==> src/rtl/uart_frame_tx_if.sv <==
// uart_frame_tx_if: byte request/parity inputs and serial line/status outputs of the UART frame transmitter
interface uart_frame_tx_if;
   logic       send;
   logic [7:0] data_in;
   logic [1:0] parity_type;
   logic       tx_out;
   logic       busy;
   logic       ready;
   logic       done_flag;
   modport master (output send, data_in, parity_type, input tx_out, busy, ready, done_flag);
   modport slave (input send, data_in, parity_type, output tx_out, busy, ready, done_flag);
endinterface

==> src/rtl/uart_frame_tx.sv <==
// uart_frame_tx: builds {stop, parity, data, start} and shifts it out LSB-first with its own baud divider
module uart_frame_tx #(
   parameter int CLKS_PER_BIT = 5208,
   parameter int DATA_BITS    = 8
) (
   input logic             clock,
   input logic             reset,
   uart_frame_tx_if.slave  bus
);
   localparam int CW = $clog2(CLKS_PER_BIT);
   localparam int FW = DATA_BITS + 3;
   localparam logic [CW-1:0] TC = CW'(CLKS_PER_BIT - 1);
   localparam logic [2:0] IDLE = 3'd0, START = 3'd1, DATA = 3'd2, PARITY = 3'd3, STOP = 3'd4;
   logic [2:0]    state_q, state_d;
   logic [CW-1:0] cnt_q, cnt_d;
   logic [2:0]    idx_q, idx_d;
   logic [FW-1:0] sh_q, sh_d;
   logic          tx_q, tx_d, busy_q, busy_d, done_q, done_d;
   logic          tc, p;
   always_comb begin
      p  = bus.parity_type == 2'b10 ? ^bus.data_in : bus.parity_type == 2'b01 ? ~^bus.data_in : 1'b1;
      tc = cnt_q == TC;
   end
   always_comb begin
      state_d = state_q;
      cnt_d   = cnt_q;
      idx_d   = idx_q;
      sh_d    = sh_q;
      tx_d    = tx_q;
      busy_d  = busy_q;
      done_d  = 1'b0;
      if (state_q == IDLE) begin
         tx_d = 1'b1;
         if (bus.send) begin
            state_d = START;
            sh_d    = {1'b1, p, bus.data_in, 1'b0};
            cnt_d   = '0;
            idx_d   = '0;
            tx_d    = 1'b0;
            busy_d  = 1'b1;
         end
      end else if (!tc) begin
         cnt_d = cnt_q + 1'b1;
      end else begin
         // tx always mirrors sh[0], so the bit about to shift in is sh[1]
         cnt_d = '0;
         sh_d  = {1'b1, sh_q[FW-1:1]};
         tx_d  = sh_q[1];
         case (state_q)
            START:   state_d = DATA;
            DATA: begin
               idx_d   = idx_q == 3'd7 ? 3'd0 : idx_q + 3'd1;
               state_d = idx_q == 3'd7 ? PARITY : DATA;
            end
            PARITY:  state_d = STOP;
            default: begin
               state_d = IDLE;
               tx_d    = 1'b1;
               busy_d  = 1'b0;
               done_d  = 1'b1;
            end
         endcase
      end
   end
   always_ff @(posedge clock or posedge reset) begin
      if (reset) begin
         state_q <= IDLE;
         cnt_q   <= '0;
         idx_q   <= '0;
         sh_q    <= '0;
         tx_q    <= 1'b1;
         busy_q  <= 1'b0;
         done_q  <= 1'b0;
      end else begin
         state_q <= state_d;
         cnt_q   <= cnt_d;
         idx_q   <= idx_d;
         sh_q    <= sh_d;
         tx_q    <= tx_d;
         busy_q  <= busy_d;
         done_q  <= done_d;
      end
   end
   assign bus.tx_out    = tx_q;
   assign bus.busy      = busy_q;
   assign bus.ready     = ~busy_q;
   assign bus.done_flag = done_q;
endmodule

==> src/flat_wrapper.sv <==
// flat-port wrapper written by rule: the top's interface ports become plain ports
module uart_frame_tx_flat 
#(
   parameter int CLKS_PER_BIT = 5208,
   parameter int DATA_BITS    = 8
)
  (clock, reset, bus_send, bus_data_in, bus_parity_type, bus_tx_out, bus_busy, bus_ready, bus_done_flag);
  uart_frame_tx_if bus_i ();
  input logic clock;
  input logic reset;
  input wire logic [$bits(bus_i.send)-1:0] bus_send;
  input wire logic [$bits(bus_i.data_in)-1:0] bus_data_in;
  input wire logic [$bits(bus_i.parity_type)-1:0] bus_parity_type;
  output wire logic [$bits(bus_i.tx_out)-1:0] bus_tx_out;
  output wire logic [$bits(bus_i.busy)-1:0] bus_busy;
  output wire logic [$bits(bus_i.ready)-1:0] bus_ready;
  output wire logic [$bits(bus_i.done_flag)-1:0] bus_done_flag;
  assign bus_i.send = bus_send;
  assign bus_i.data_in = bus_data_in;
  assign bus_i.parity_type = bus_parity_type;
  assign bus_tx_out = bus_i.tx_out;
  assign bus_busy = bus_i.busy;
  assign bus_ready = bus_i.ready;
  assign bus_done_flag = bus_i.done_flag;
  uart_frame_tx #(.CLKS_PER_BIT(CLKS_PER_BIT), .DATA_BITS(DATA_BITS)) u_core (.clock(clock), .reset(reset), .bus(bus_i));
endmodule
==> config.mk <==
export PLATFORM = sky130hd
export DESIGN_NAME = uart_frame_tx_flat
export DESIGN_NICKNAME = d
export VERILOG_FILES = /design/src/rtl/uart_frame_tx_if.sv /design/src/rtl/uart_frame_tx.sv /design/src/flat_wrapper.sv
export SDC_FILE = /design/constraint.sdc
export NUM_CORES = 1
export LEC_CHECK = 0
export ABC_AREA = 1
export CAP_MARGIN = 20
export CORE_MARGIN = 1.5
export CORE_UTILIZATION = 57
export CTS_CLUSTER_DIAMETER = 40
export CTS_CLUSTER_SIZE = 10
export DETAILED_ROUTE_END_ITERATION = 16
export PLACE_DENSITY = 0.76
export SETUP_SLACK_MARGIN = 0.1
export SYNTH_ARGS = -nofsm -noshare
export SYNTH_HDL_FRONTEND = slang
export SYNTH_SLANG_ARGS = --single-unit
export TNS_END_PERCENT = 50
==> constraint.sdc <==
create_clock -name clock -period 1.76 [get_ports clock]
set_input_delay 0.352 -clock clock [delete_from_list [all_inputs] [get_ports clock]]
set_output_delay 0.352 -clock clock [all_outputs]
set_load 0.1 [all_outputs]
==> results of run 1 <==
==> state kept, by name (all words and copies together), names as in the netlist <==
signal,flops
u_core.sh_q,10
u_core.cnt_q,13
u_core.state_q,3
u_core.idx_q,3
u_core.bus.tx_out,1
u_core.bus.done_flag,1
u_core.bus.busy,1
==> repair_timing <==
action / in CTS / in global routing
hold buffers: 0 / 0
gates resized for setup: 0 / 18
setup endpoints to repair: 0 / 18
setup buffers: 0 / 3
==> metal layers <==
| metal | GRT usage [%] | vias to the layer above | wire [um] |
|---|---|---|---|
| met5 | 0 | - | 0 |
| met4 | 11.5 | 0 | 74 |
| met3 | 4.90 | 9 | 157 |
| met2 | 37.4 | 38 | 1910 |
| met1 | 31.4 | 775 | 1870 |
| li1 | - | 813 | - |
==> final cells by class <==
class	instances	area [sq um]
fillers	263	749
multi-input cells	169	1000
well taps	44	55.1
clock buffers	6	41.3
inverters	29	124
flip-flops and latches	32	803
clock inverters	1	5.00
repair buffers	28	320
==> cell families after synthesis <==
family / after synthesis / synth area share, %
flops: 32 / 42.6
xor+xnor: 5 / 2.32
fa+ha+maj: 3 / 1.99
simple gates: 126 / 31.2
buf+inv: 33 / 7.97
compound gates: 35 / 13.9
==> report_power, final <==
group	switching [mW]	internal [mW]	total, mW
clock network	0.247	0.147	0.394
logic	0.0649	0.0495	0.114
registers	0.00981	0.742	0.752
total	0.322	0.938	1.26
==> synthesized netlist by cell type, types with 4 or more instances <==
cell type	n	area, sq um
sky130_fd_sc_hd__nor3_2	4	40.0
sky130_fd_sc_hd__nor2_2	4	25.0
sky130_fd_sc_hd__o21ai_1	5	25.0
sky130_fd_sc_hd__dfrtp_1	31	776
sky130_fd_sc_hd__inv_1	24	90.1
sky130_fd_sc_hd__nand3_1	10	50.1
sky130_fd_sc_hd__nor2_1	29	109
sky130_fd_sc_hd__o31ai_2	9	113
sky130_fd_sc_hd__o21ai_0	11	55.1
sky130_fd_sc_hd__nand2_1	65	244
==> per-stage QoR <==
step,instances,hold slack [ps]
floorplan,234,454
global placement,298,474
detailed placement,298,473
CTS,305,167
global route,309,173
finish,309,177
==> cell usage in the layout, fill, tap and decap left out, types with 2 or more instances in the layout <==
cell type	n
sky130_fd_sc_hd__a21oi_1	3
sky130_fd_sc_hd__inv_2	4
sky130_fd_sc_hd__clkbuf_4	5
sky130_fd_sc_hd__buf_4	10
sky130_fd_sc_hd__xor2_1	2
sky130_fd_sc_hd__ha_1	2
sky130_fd_sc_hd__nor2_1	29
sky130_fd_sc_hd__nand2_4	3
sky130_fd_sc_hd__a21oi_2	3
sky130_fd_sc_hd__o21ai_1	6
sky130_fd_sc_hd__nand2_2	2
sky130_fd_sc_hd__inv_1	21
sky130_fd_sc_hd__nand2_1	63
sky130_fd_sc_hd__nor3_2	3
sky130_fd_sc_hd__buf_12	5
sky130_fd_sc_hd__clkinvlp_4	2
sky130_fd_sc_hd__xnor2_1	3
sky130_fd_sc_hd__o31ai_2	8
sky130_fd_sc_hd__nor3_1	3
sky130_fd_sc_hd__dfrtp_1	30
sky130_fd_sc_hd__nand3_1	9
sky130_fd_sc_hd__nor2_2	2
sky130_fd_sc_hd__o22ai_1	3
sky130_fd_sc_hd__clkdlybuf4s50_1	12
sky130_fd_sc_hd__nand3_2	2
sky130_fd_sc_hd__nor2_4	2
sky130_fd_sc_hd__o21ai_0	9
==> worst max-delay path by stage <==
stage	start	end	slack, ps	depth (start not counted)
2_1_floorplan	u_core.bus.busy$_DFFE_PP0P_	u_core.bus.busy$_DFFE_PP0P_	110	2
3_3_place_gp	bus_data_in[1]	u_core.sh_q[9]$_DFFE_PP0P_	130	11
3_5_place_dp	bus_data_in[6]	u_core.sh_q[9]$_DFFE_PP0P_	90	11
4_1_cts	u_core.cnt_q[0]$_DFFE_PP0P_	u_core.cnt_q[9]$_DFFE_PP0P_	110	9
5_1_grt	u_core.cnt_q[1]$_DFFE_PP0P_	u_core.idx_q[0]$_DFFE_PP0P_	30	10
6_report	u_core.cnt_q[0]$_DFFE_PP0P_	u_core.sh_q[9]$_DFFE_PP0P_	110	9
==> reports/summary.txt, run 1 <==
Worst setup slack after placement: 87.8 ps
Number of clock buffers inserted by TritonCTS: 5
GR Overflow Total: 0
Number of antenna violations at the first check in global routing: 0
Largest net degree at the start of global routing: 20
Depth of the worst register-to-register path: 9
Synthesized Nets: 250
Reg2Reg Launch Point: u_core.cnt_q[0]$_DFFE_PP0P_
Total power: 1.26 mW
CP startpoint kind: register
Slew @ Worst Pin: 290 ps
Required time of the worst setup path: 2000 ps
Count of final max-slew check failures: 0
Worst slew margin relative to its limit: 80.5%
Routed vias/inst: 5.29
Worst supply voltage drop on vdd: 0.000449 V
Worst-path cell chain: ha_4 -> nand2_4 -> nor3_4 -> nand3_2 -> nand2_4 -> nand2_8 -> buf_12 -> a21oi_2 -> a21oi_2
Count of nets after finishing: 281
Leakage power: 1.08 nW
Flops & latches, synth: 32
CP bufs+invs: 1
Post-route core utilization: 75.8%
Hold Path Class: primary input to async pin
Initial DRC count: 152
RD Place Congestion: 0.865
Sequential share of the synthesized area: 42.6%
Post-synthesis cell count: 234
Cell area reported after detailed placement: 0.00218 sq mm
Final period utilization: 93.5%
Worst-path clk slew: 100 ps
Chip Width: 60.5 um
Post-synth EDFFs: 0
Total standard cell area after synthesis: 0.00188 sq mm
Setup skew after layout: 9.19 ps
Std-Cell Rows: 20
Drc violations: 0
Critical R2R Capture: u_core.sh_q[9]$_DFFE_PP0P_
Vias in the first global route: 1,507
Clock latency on the worst-skew pair: 340 ps
I/O pin count: 17
Number of input and output port buffers inserted: 16
Setup repair after global routing missed its margin: true
Max clock buf depth: 2
Reg-to-reg slack, setup: 110 ps
Die span in y: 60.5 um
Cell with the biggest individual delay on the critical path: sky130_fd_sc_hd__dfrtp_1
Peak per-stage delay on the critical path: 440 ps
Max cap viols: 0
Ys Warns: 0
CP delay by family, top: simple AND/OR/NAND/NOR gates
Run status: completed
Data arrival at the endpoint of the critical path: 1880 ps
Maximum frequency from static timing analysis: 0.608 GHz
Number of failing setup endpoints in the final timing report: 0
Total number of clock tree sinks: 32
Initial core utilization: 60.7%
Total number of vias: 1,635
Post-detailed-route wirelength per cell: 13.0 um
Count of cell types in the netlist: 32
Setup tns final: 0 ps
Iteration count of the initial detailed-routing pass: 4
Area growth, synth to finish: 24.9%
Maximum fanout count along the critical path: 10
Placeable core region: 0.00310 sq mm
DIE AREA: 0.00366 sq mm
Detailed-placement wirelength estimate: 2830 um
Total global routing track utilization: 23.8%
Share of post-route cells with drive strength above 1: 24.5%
Most used flip-flop cell after synthesis: sky130_fd_sc_hd__dfrtp_1
Total power per unit cell area: 535 mW/mm^2
Tmin final: 1650 ps
Average cell area after synthesis: 8.05 sq um
Routed WL: 4010 um
Antenna Violating Nets Remaining: 0
Asr flop ratio synth: 100%
TritonCTS clock tree: done
Number of antenna diodes: 0
Smallest setup slack after layout: 114 ps
CTS root buffer: sky130_fd_sc_hd__clkbuf_4
CTS HTree Levels: 2
Hold Violations, Final: 0
Type of the worst setup path: register to register
Sort of element at the end of the critical path: register
Wire length of the first global-routing pass: 6370 um
Layout Cell Area excl Fill: 0.00235 sq mm
(Power assumes the default switching activity.)
==> run 2: changes to the inputs <==
==> constraint.sdc (replaced) <==
create_clock -name clock -period 1.6 [get_ports clock]
set_input_delay 0.32 -clock clock [delete_from_list [all_inputs] [get_ports clock]]
set_output_delay 0.32 -clock clock [all_outputs]
set_load 0.1 [all_outputs]
==> run 2 against run 1 <==
  * Utilization up 2.5 points
  * Non-clock buffer count up 6
  * Routed wire length down 1.2%
  * Power up 23%
  * Flip-flop and latch count unchanged
  * Final cell count up 2.3%
  * Global-route usage up 0.33 points
  * Hold slack better by 130 ps
  * Critical path depth unchanged
  * Sequential power up 9.6%
  * Combinational power up 14%
  * Highest routed layer unchanged
==> reports/summary.txt, run 2 (same netlist as run 1, synthesis figures left out) <==
Worst slew margin relative to its limit: 73.4% (-7.1 points)
RD Place Congestion: 0.839 (-3.0%)
Number of failing setup endpoints in the final timing report: 0 (unchanged)
Tmin final: 1590 ps (-59.6 ps)
Drc violations: 0 (unchanged)
Peak per-stage delay on the critical path: 390 ps (-50 ps)
Depth of the worst register-to-register path: 9 (unchanged)
Internal power: 1.20 mW (+28%)
Total number of clock tree sinks: 32 (unchanged)
Initial core utilization: 60.7% (unchanged)
Maximum fanout count along the critical path: 17 (+7)
Count of final max-slew check failures: 0 (unchanged)
CTS HTree Levels: 2 (unchanged)
Switching part of the total: 22.6% (-3.0 points)
Count of placed standard cells in the final layout, fillers left out: 316 (+2.3%)
I/O pin count: 17 (unchanged)
Worst supply voltage drop on vdd: 0.000587 V (+31%)
Logic gate share of total power: 8.4% (-0.7 points)
Most used cells in the layout excluding fill and tap cells: sky130_fd_sc_hd__nand2_1, sky130_fd_sc_hd__dfrtp_1, sky130_fd_sc_hd__nor2_1
DIE AREA: 0.00366 sq mm (unchanged)
Critical R2R Capture: u_core.sh_q[9]$_DFFE_PP0P_
Total number of vias: 1,620 (-0.92%)
TritonCTS clock tree: done
Clock latency on the worst-skew pair: 330 ps (about the same)
Slew @ Worst Pin: 398 ps (+108 ps)
Register Area: 806 sq um (+0.31%)
Largest net degree at the start of global routing: 18 (-10%)
Routed vias/inst: 5.13 (-3.1%)
Leakage power: 1.13 nW (+4.4%)
Max clock buf depth: 2 (unchanged)
Number of inserted filler cells in the final layout: 229 (-13%)
Reg-to-reg slack, setup: 10 ps (-100 ps)
Total power per unit cell area: 638 mW/mm^2 (+19%)
Post-detailed-route wirelength per cell: 12.5 um (-3.4%)
Count of nets after finishing: 287 (+2.1%)
Share of post-route cells with drive strength above 1: 26.5% (+1.9 points)
Type of the worst setup path: register to register
Required time of the worst setup path: 1820 ps (-180 ps)
Die span in y: 60.5 um (unchanged)
Worst-path cell chain: ha_2 -> nand2_4 -> nor3_4 -> nand3_2 -> nand2_4 -> nand2_8 -> buf_12 -> a21oi_4 -> a21oi_2
Critical Path Most Common Cell: sky130_fd_sc_hd__nand2_4
Switching component of the power: 351 uW (+8.9%)
Setup skew after layout: 9.61 ps (+0.421 ps)
Number of antenna diodes: 0 (unchanged)
Std-Cell Rows: 20 (unchanged)
Data arrival at the endpoint of the critical path: 1800 ps (-80 ps)
Portion of total power attributed to the clock network: 38.5% (+7.2 points)
Number of antenna violations at the first check in global routing: 0 (unchanged)
GR Overflow Total: 0 (unchanged)
Routed WL: 3960 um (-1.2%)
Cell with the biggest individual delay on the critical path: sky130_fd_sc_hd__dfrtp_1
Iteration count of the initial detailed-routing pass: 4 (unchanged)
Total global routing track utilization: 24.1% (+0.33 points)
CTS root buffer: sky130_fd_sc_hd__clkbuf_4
Number of input and output port buffers inserted: 16 (unchanged)
Run status: completed
Max cap viols: 0 (unchanged)
Biggest registers after layout: u_core.cnt_q: 13 flops, u_core.sh_q: 10 flops
Maximum frequency from static timing analysis: 0.630 GHz (+3.8%)
Wire length of the first global-routing pass: 6520 um (+2.4%)
Area growth, synth to finish: 29.0%
Inst Count DP: 305 (+2.3%)
Detailed-placement wirelength estimate: 2790 um (-1.3%)
CP delay by family, top: simple AND/OR/NAND/NOR gates
Relative contribution of sequential cells to total power: 53.1% (-6.5 points)
Sort of element at the end of the critical path: register
Placeable core region: 0.00310 sq mm (unchanged)
Antenna Violating Nets Remaining: 0 (unchanged)
Number of clock buffers inserted by TritonCTS: 5 (unchanged)
Final period utilization: 99.1% (+5.6 points)
Hold Violations, Final: 0 (unchanged)
CP bufs+invs: 1 (unchanged)
Most frequent standard cell in the layout excluding fill and tap cells: sky130_fd_sc_hd__nand2_1
Vias in the first global route: 1,491 (-1.1%)
Setup tns final: 0 ps (unchanged)
CP startpoint kind: register
Reg2Reg Launch Point: u_core.cnt_q[0]$_DFFE_PP0P_
Hold Path Class: primary input to async pin
Chip Width: 60.5 um (unchanged)
Area of the multi-input gates: 0.00101 sq mm (+0.87%)
Worst-path clk slew: 110 ps (about the same)
Top reg by flops: u_core.cnt_q
Initial DRC count: 70 (-54%)
Quantity of hold-fixing buffers added after cts: 0 (unchanged)
Setup repair after global routing missed its margin: true
Largest register FFs: 13 (unchanged)
==> run 2: per-stage QoR <==
stage / hold slack [ps] / util [%] / total power, mW / setup slack (ps) / instance area [sq um]
after floorplan: 435 / - / 0.906 / 115 / 1890
after global placement: 470 / 72.1 / 0.965 / -3.02 / 2240
after detailed placement: 472 / 72.1 / 0.967 / -28.0 / 2240
after CTS: 298 / 76.1 / 1.56 / 60.1 / 2360
after global routing: 335 / 78.3 / 1.62 / -76.7 / 2430
final: 302 / 78.3 / 1.55 / 13.8 / 2430
==> run 2: per-layer routing <==
layer	up-vias	GRT usage, %	routed length, um
met5	-	0	0
met4	0	5.90	24
met3	5	5.97	123
met1	758	32.6	1830
met2	25	39.3	1990
li1	832	-	-
==> run 2: final cells by class <==
type | instances | area share [%]
flip-flops and latches | 32 | 33.1
repair buffers | 34 | 14.6
multi-input cells | 169 | 41.7
clock buffers | 6 | 1.70
well taps | 44 | 2.26
clock inverters | 2 | 1.44
inverters | 29 | 5.15
==> run 2: how the worst max path moves through the flow <==
stage | start | endpoint | slack (ps) | cells past startpoint
floorplan | u_core.bus.busy$_DFFE_PP0P_ | u_core.bus.busy$_DFFE_PP0P_ | 120 | 2
global placement | bus_data_in[3] | u_core.sh_q[9]$_DFFE_PP0P_ | -3 | 9
detailed placement | bus_data_in[2] | u_core.sh_q[9]$_DFFE_PP0P_ | -30 | 10
CTS | u_core.cnt_q[0]$_DFFE_PP0P_ | u_core.sh_q[9]$_DFFE_PP0P_ | 60 | 9
global route | u_core.cnt_q[0]$_DFFE_PP0P_ | u_core.cnt_q[12]$_DFFE_PP0P_ | -80 | 10
finish | u_core.cnt_q[0]$_DFFE_PP0P_ | u_core.sh_q[9]$_DFFE_PP0P_ | 10 | 9
==> run 2: worst register-to-register path: stages, from the launching register on <==
cell and delay (ps):
sky130_fd_sc_hd__dfrtp_1 390, sky130_fd_sc_hd__ha_2 220, sky130_fd_sc_hd__nand2_4 80, sky130_fd_sc_hd__nor3_4 130, sky130_fd_sc_hd__nand3_2 130, sky130_fd_sc_hd__nand2_4 120
sky130_fd_sc_hd__nand2_8 80, sky130_fd_sc_hd__buf_12 160, sky130_fd_sc_hd__a21oi_4 110, sky130_fd_sc_hd__a21oi_2 60
==> run 2: power groups by stage <==
| stage | sequential [mW] | combinational, mW | clock, mW |
|---|---|---|---|
| 6_report | 0.824 | 0.130 | 0.598 |
| 5_1_grt | 0.825 | 0.149 | 0.646 |
| 4_1_cts | 0.823 | 0.129 | 0.612 |
| 3_5_place_dp | 0.839 | 0.129 | 0 |
| 3_3_place_gp | 0.839 | 0.126 | 0 |
| 2_1_floorplan | 0.839 | 0.0670 | 0 |
==> run 2: repair_timing <==
| action | CTS | global route |
|---|---|---|
| setup endpoints to repair | 20 | 23 |
| buffers inserted | 3 | 0 |
| gates resized for setup | 7 | 18 |
| pin swaps | 2 | 2 |
==> run 3: changes to the inputs <==
--- a/config.mk
+++ b/config.mk
@@ -13,6 +13,7 @@
 export CTS_CLUSTER_SIZE = 10
 export DETAILED_ROUTE_END_ITERATION = 16
 export PLACE_DENSITY = 0.76
+export RECOVER_POWER = 50
 export SETUP_SLACK_MARGIN = 0.1
 export SYNTH_ARGS = -nofsm -noshare
 export SYNTH_HDL_FRONTEND = slang
==> run 3 against run 2 <==
  * Critical endpoint unchanged
  * Sequential share of layout area rose by 0.10 points
  * Clock skew barely moved
  * Largest power group unchanged
  * Hold slack improved by 200 ps
  * Flip-flop and latch count did not move
  * Sequential power barely moved
  * Fmax rose by 0.27%
  * Non-clock buffer count did not move
  * Highest routed layer unchanged
  * Global-route usage did not move
  * Routed wire length fell by 0.13%
  * Die area did not move
  * First-iteration DRC count fell by 4.3%
  * Largest cell class unchanged
  * Combinational power barely moved
==> reports/summary.txt, run 3 (same netlist as run 1, synthesis figures left out) <==
Hold Path Class: register to register
Initial core utilization: 60.7% (unchanged)
Wire length of the first global-routing pass: 6520 um (unchanged)
CTS root buffer: sky130_fd_sc_hd__clkbuf_4
Maximum frequency from static timing analysis: 0.632 GHz (+0.27%)
Clock latency on the worst-skew pair: 330 ps (about the same)
Area of the multi-input gates: 0.00101 sq mm (unchanged)
Placeable core region: 0.00310 sq mm (unchanged)
Data arrival at the endpoint of the critical path: 1800 ps (about the same)
Required time of the worst setup path: 1820 ps (about the same)
CTS HTree Levels: 2 (unchanged)
Number of input and output port buffers inserted: 16 (unchanged)
Max cap viols: 0 (unchanged)
Chip Width: 60.5 um (unchanged)
Total global routing track utilization: 24.1% (unchanged)
Type of the worst setup path: register to register
Antenna Violating Nets Remaining: 0 (unchanged)
Std-Cell Rows: 20 (unchanged)
Leakage power: 1.12 nW (-0.62%)
Number of inserted filler cells in the final layout: 233 (+1.7%)
Total number of clock tree sinks: 32 (unchanged)
Sort of element at the end of the critical path: register
Number of clock buffers inserted by TritonCTS: 5 (unchanged)
Most used cells in the layout excluding fill and tap cells: sky130_fd_sc_hd__nand2_1, sky130_fd_sc_hd__dfrtp_1, sky130_fd_sc_hd__nor2_1
Largest register FFs: 13 (unchanged)
Number of failing setup endpoints in the final timing report: 0 (unchanged)
CP startpoint kind: register
GR Overflow Total: 0 (unchanged)
Setup tns final: 0 ps (unchanged)
Maximum fanout count along the critical path: 17 (unchanged)
Slew @ Worst Pin: 931 ps (+533 ps)
Worst slew margin relative to its limit: 37.9% (-35 points)
Run status: completed
Post-detailed-route wirelength per cell: 12.5 um (-0.13%)
Count of placed standard cells in the final layout, fillers left out: 316 (unchanged)
Max clock buf depth: 2 (unchanged)
Routed WL: 3960 um (-0.13%)
Drc violations: 0 (unchanged)
Hold Violations, Final: 0 (unchanged)
Final period utilization: 98.9% (-0.27 points)
Worst-path clk slew: 110 ps (about the same)
Biggest registers after layout: u_core.cnt_q: 13 flops, u_core.sh_q: 10 flops
Area growth, synth to finish: 28.6%
Number of antenna diodes: 0 (unchanged)
Setup skew after layout: 9.86 ps (+0.243 ps)
Count of nets after finishing: 287 (unchanged)
Inst Count DP: 305 (unchanged)
Worst supply voltage drop on vdd: 0.000587 V (about the same)
Initial DRC count: 67 (-4.3%)
TritonCTS clock tree: done
Number of antenna violations at the first check in global routing: 0 (unchanged)
Routed vias/inst: 5.15 (+0.43%)
Top reg by flops: u_core.cnt_q
Detailed-placement wirelength estimate: 2790 um (unchanged)
Most frequent standard cell in the layout excluding fill and tap cells: sky130_fd_sc_hd__nand2_1
Iteration count of the initial detailed-routing pass: 4 (unchanged)
I/O pin count: 17 (unchanged)
Setup repair after global routing missed its margin: true
DIE AREA: 0.00366 sq mm (unchanged)
Total power per unit cell area: 639 mW/mm^2 (+0.14%)
Count of final max-slew check failures: 0 (unchanged)
Die span in y: 60.5 um (unchanged)
Register Area: 806 sq um (unchanged)
Largest net degree at the start of global routing: 18 (unchanged)
Total number of vias: 1,627 (+0.43%)
Share of post-route cells with drive strength above 1: 25.7% (-0.74 points)
Vias in the first global route: 1,491 (unchanged)
Tmin final: 1580 ps (-4.27 ps)
RD Place Congestion: 0.839 (unchanged)
-- run 3: through the flow --
step / setup slack, ps / area, sq um / hold WS [ps] / util (%) / power [mW]
CTS: 60.1 / 2360 / 298 / 76.1 / 1.56
global placement: -3.02 / 2240 / 470 / 72.1 / 0.965
global route: -76.7 / 2420 / 527 / 78.1 / 1.62
finish: 18.1 / 2420 / 503 / 78.1 / 1.55
floorplan: 115 / 1890 / 435 / - / 0.906
detailed placement: -28.0 / 2240 / 472 / 72.1 / 0.967
-- run 3: final timing paths --
path	slack, ps	cells after the start	from	endpoint
hold / removal	500	2	u_core.sh_q[7]$_DFFE_PP0P_	u_core.sh_q[7]$_DFFE_PP0P_
hold reg to reg	500	2	u_core.sh_q[7]$_DFFE_PP0P_	u_core.sh_q[7]$_DFFE_PP0P_
setup reg to reg	20	9	u_core.cnt_q[0]$_DFFE_PP0P_	u_core.sh_q[9]$_DFFE_PP0P_
setup / recovery	20	9	u_core.cnt_q[0]$_DFFE_PP0P_	u_core.sh_q[9]$_DFFE_PP0P_
min in group asynchronous	650	3	reset	u_core.cnt_q[0]$_DFFE_PP0P_
max in group asynchronous	320	3	reset	u_core.sh_q[2]$_DFFE_PP0P_
-- run 3: report_power, final --
group          total (mW)  internal, mW  switching (mW)
logic               0.127        0.0551          0.0723
clock network       0.598         0.328           0.270
registers           0.824         0.816         0.00805
total                1.55          1.20           0.351
-- run 3: layout make-up --
| class | instances | area share [%] |
|---|---|---|
| multi-input cells | 169 | 41.8 |
| well taps | 44 | 2.27 |
| flip-flops and latches | 32 | 33.2 |
| inverters | 29 | 5.16 |
| clock buffers | 6 | 1.70 |
| clock inverters | 2 | 1.45 |
| repair buffers | 34 | 14.4 |
-- run 3: repair_timing --
| item | in CTS | in global routing |
|---|---|---|
| setup endpoints to repair | 20 | 23 |
| gates cloned | 0 | 0 |
| pin swaps | 2 | 2 |
| hold buffers | 0 | 0 |
| buffers inserted | 3 | 0 |
| resized for setup | 7 | 18 |
-- run 3: per-layer routing --
| metal | track usage (%) | wire length, um |
|---|---|---|
| met2 | 39.3 | 1980 |
| met1 | 32.6 | 1810 |
| met3 | 5.97 | 141 |
| met4 | 5.90 | 24 |
| met5 | 0 | 0 |
-- run 3: worst max-delay path: stages, from the launching register on --
cell	delay [ps]
sky130_fd_sc_hd__dfrtp_1	380
sky130_fd_sc_hd__ha_2	220
sky130_fd_sc_hd__nand2_4	80
sky130_fd_sc_hd__nor3_4	130
sky130_fd_sc_hd__nand3_2	130
sky130_fd_sc_hd__nand2_4	120
sky130_fd_sc_hd__nand2_8	80
sky130_fd_sc_hd__buf_12	160
sky130_fd_sc_hd__a21oi_4	110
sky130_fd_sc_hd__a21oi_2	60
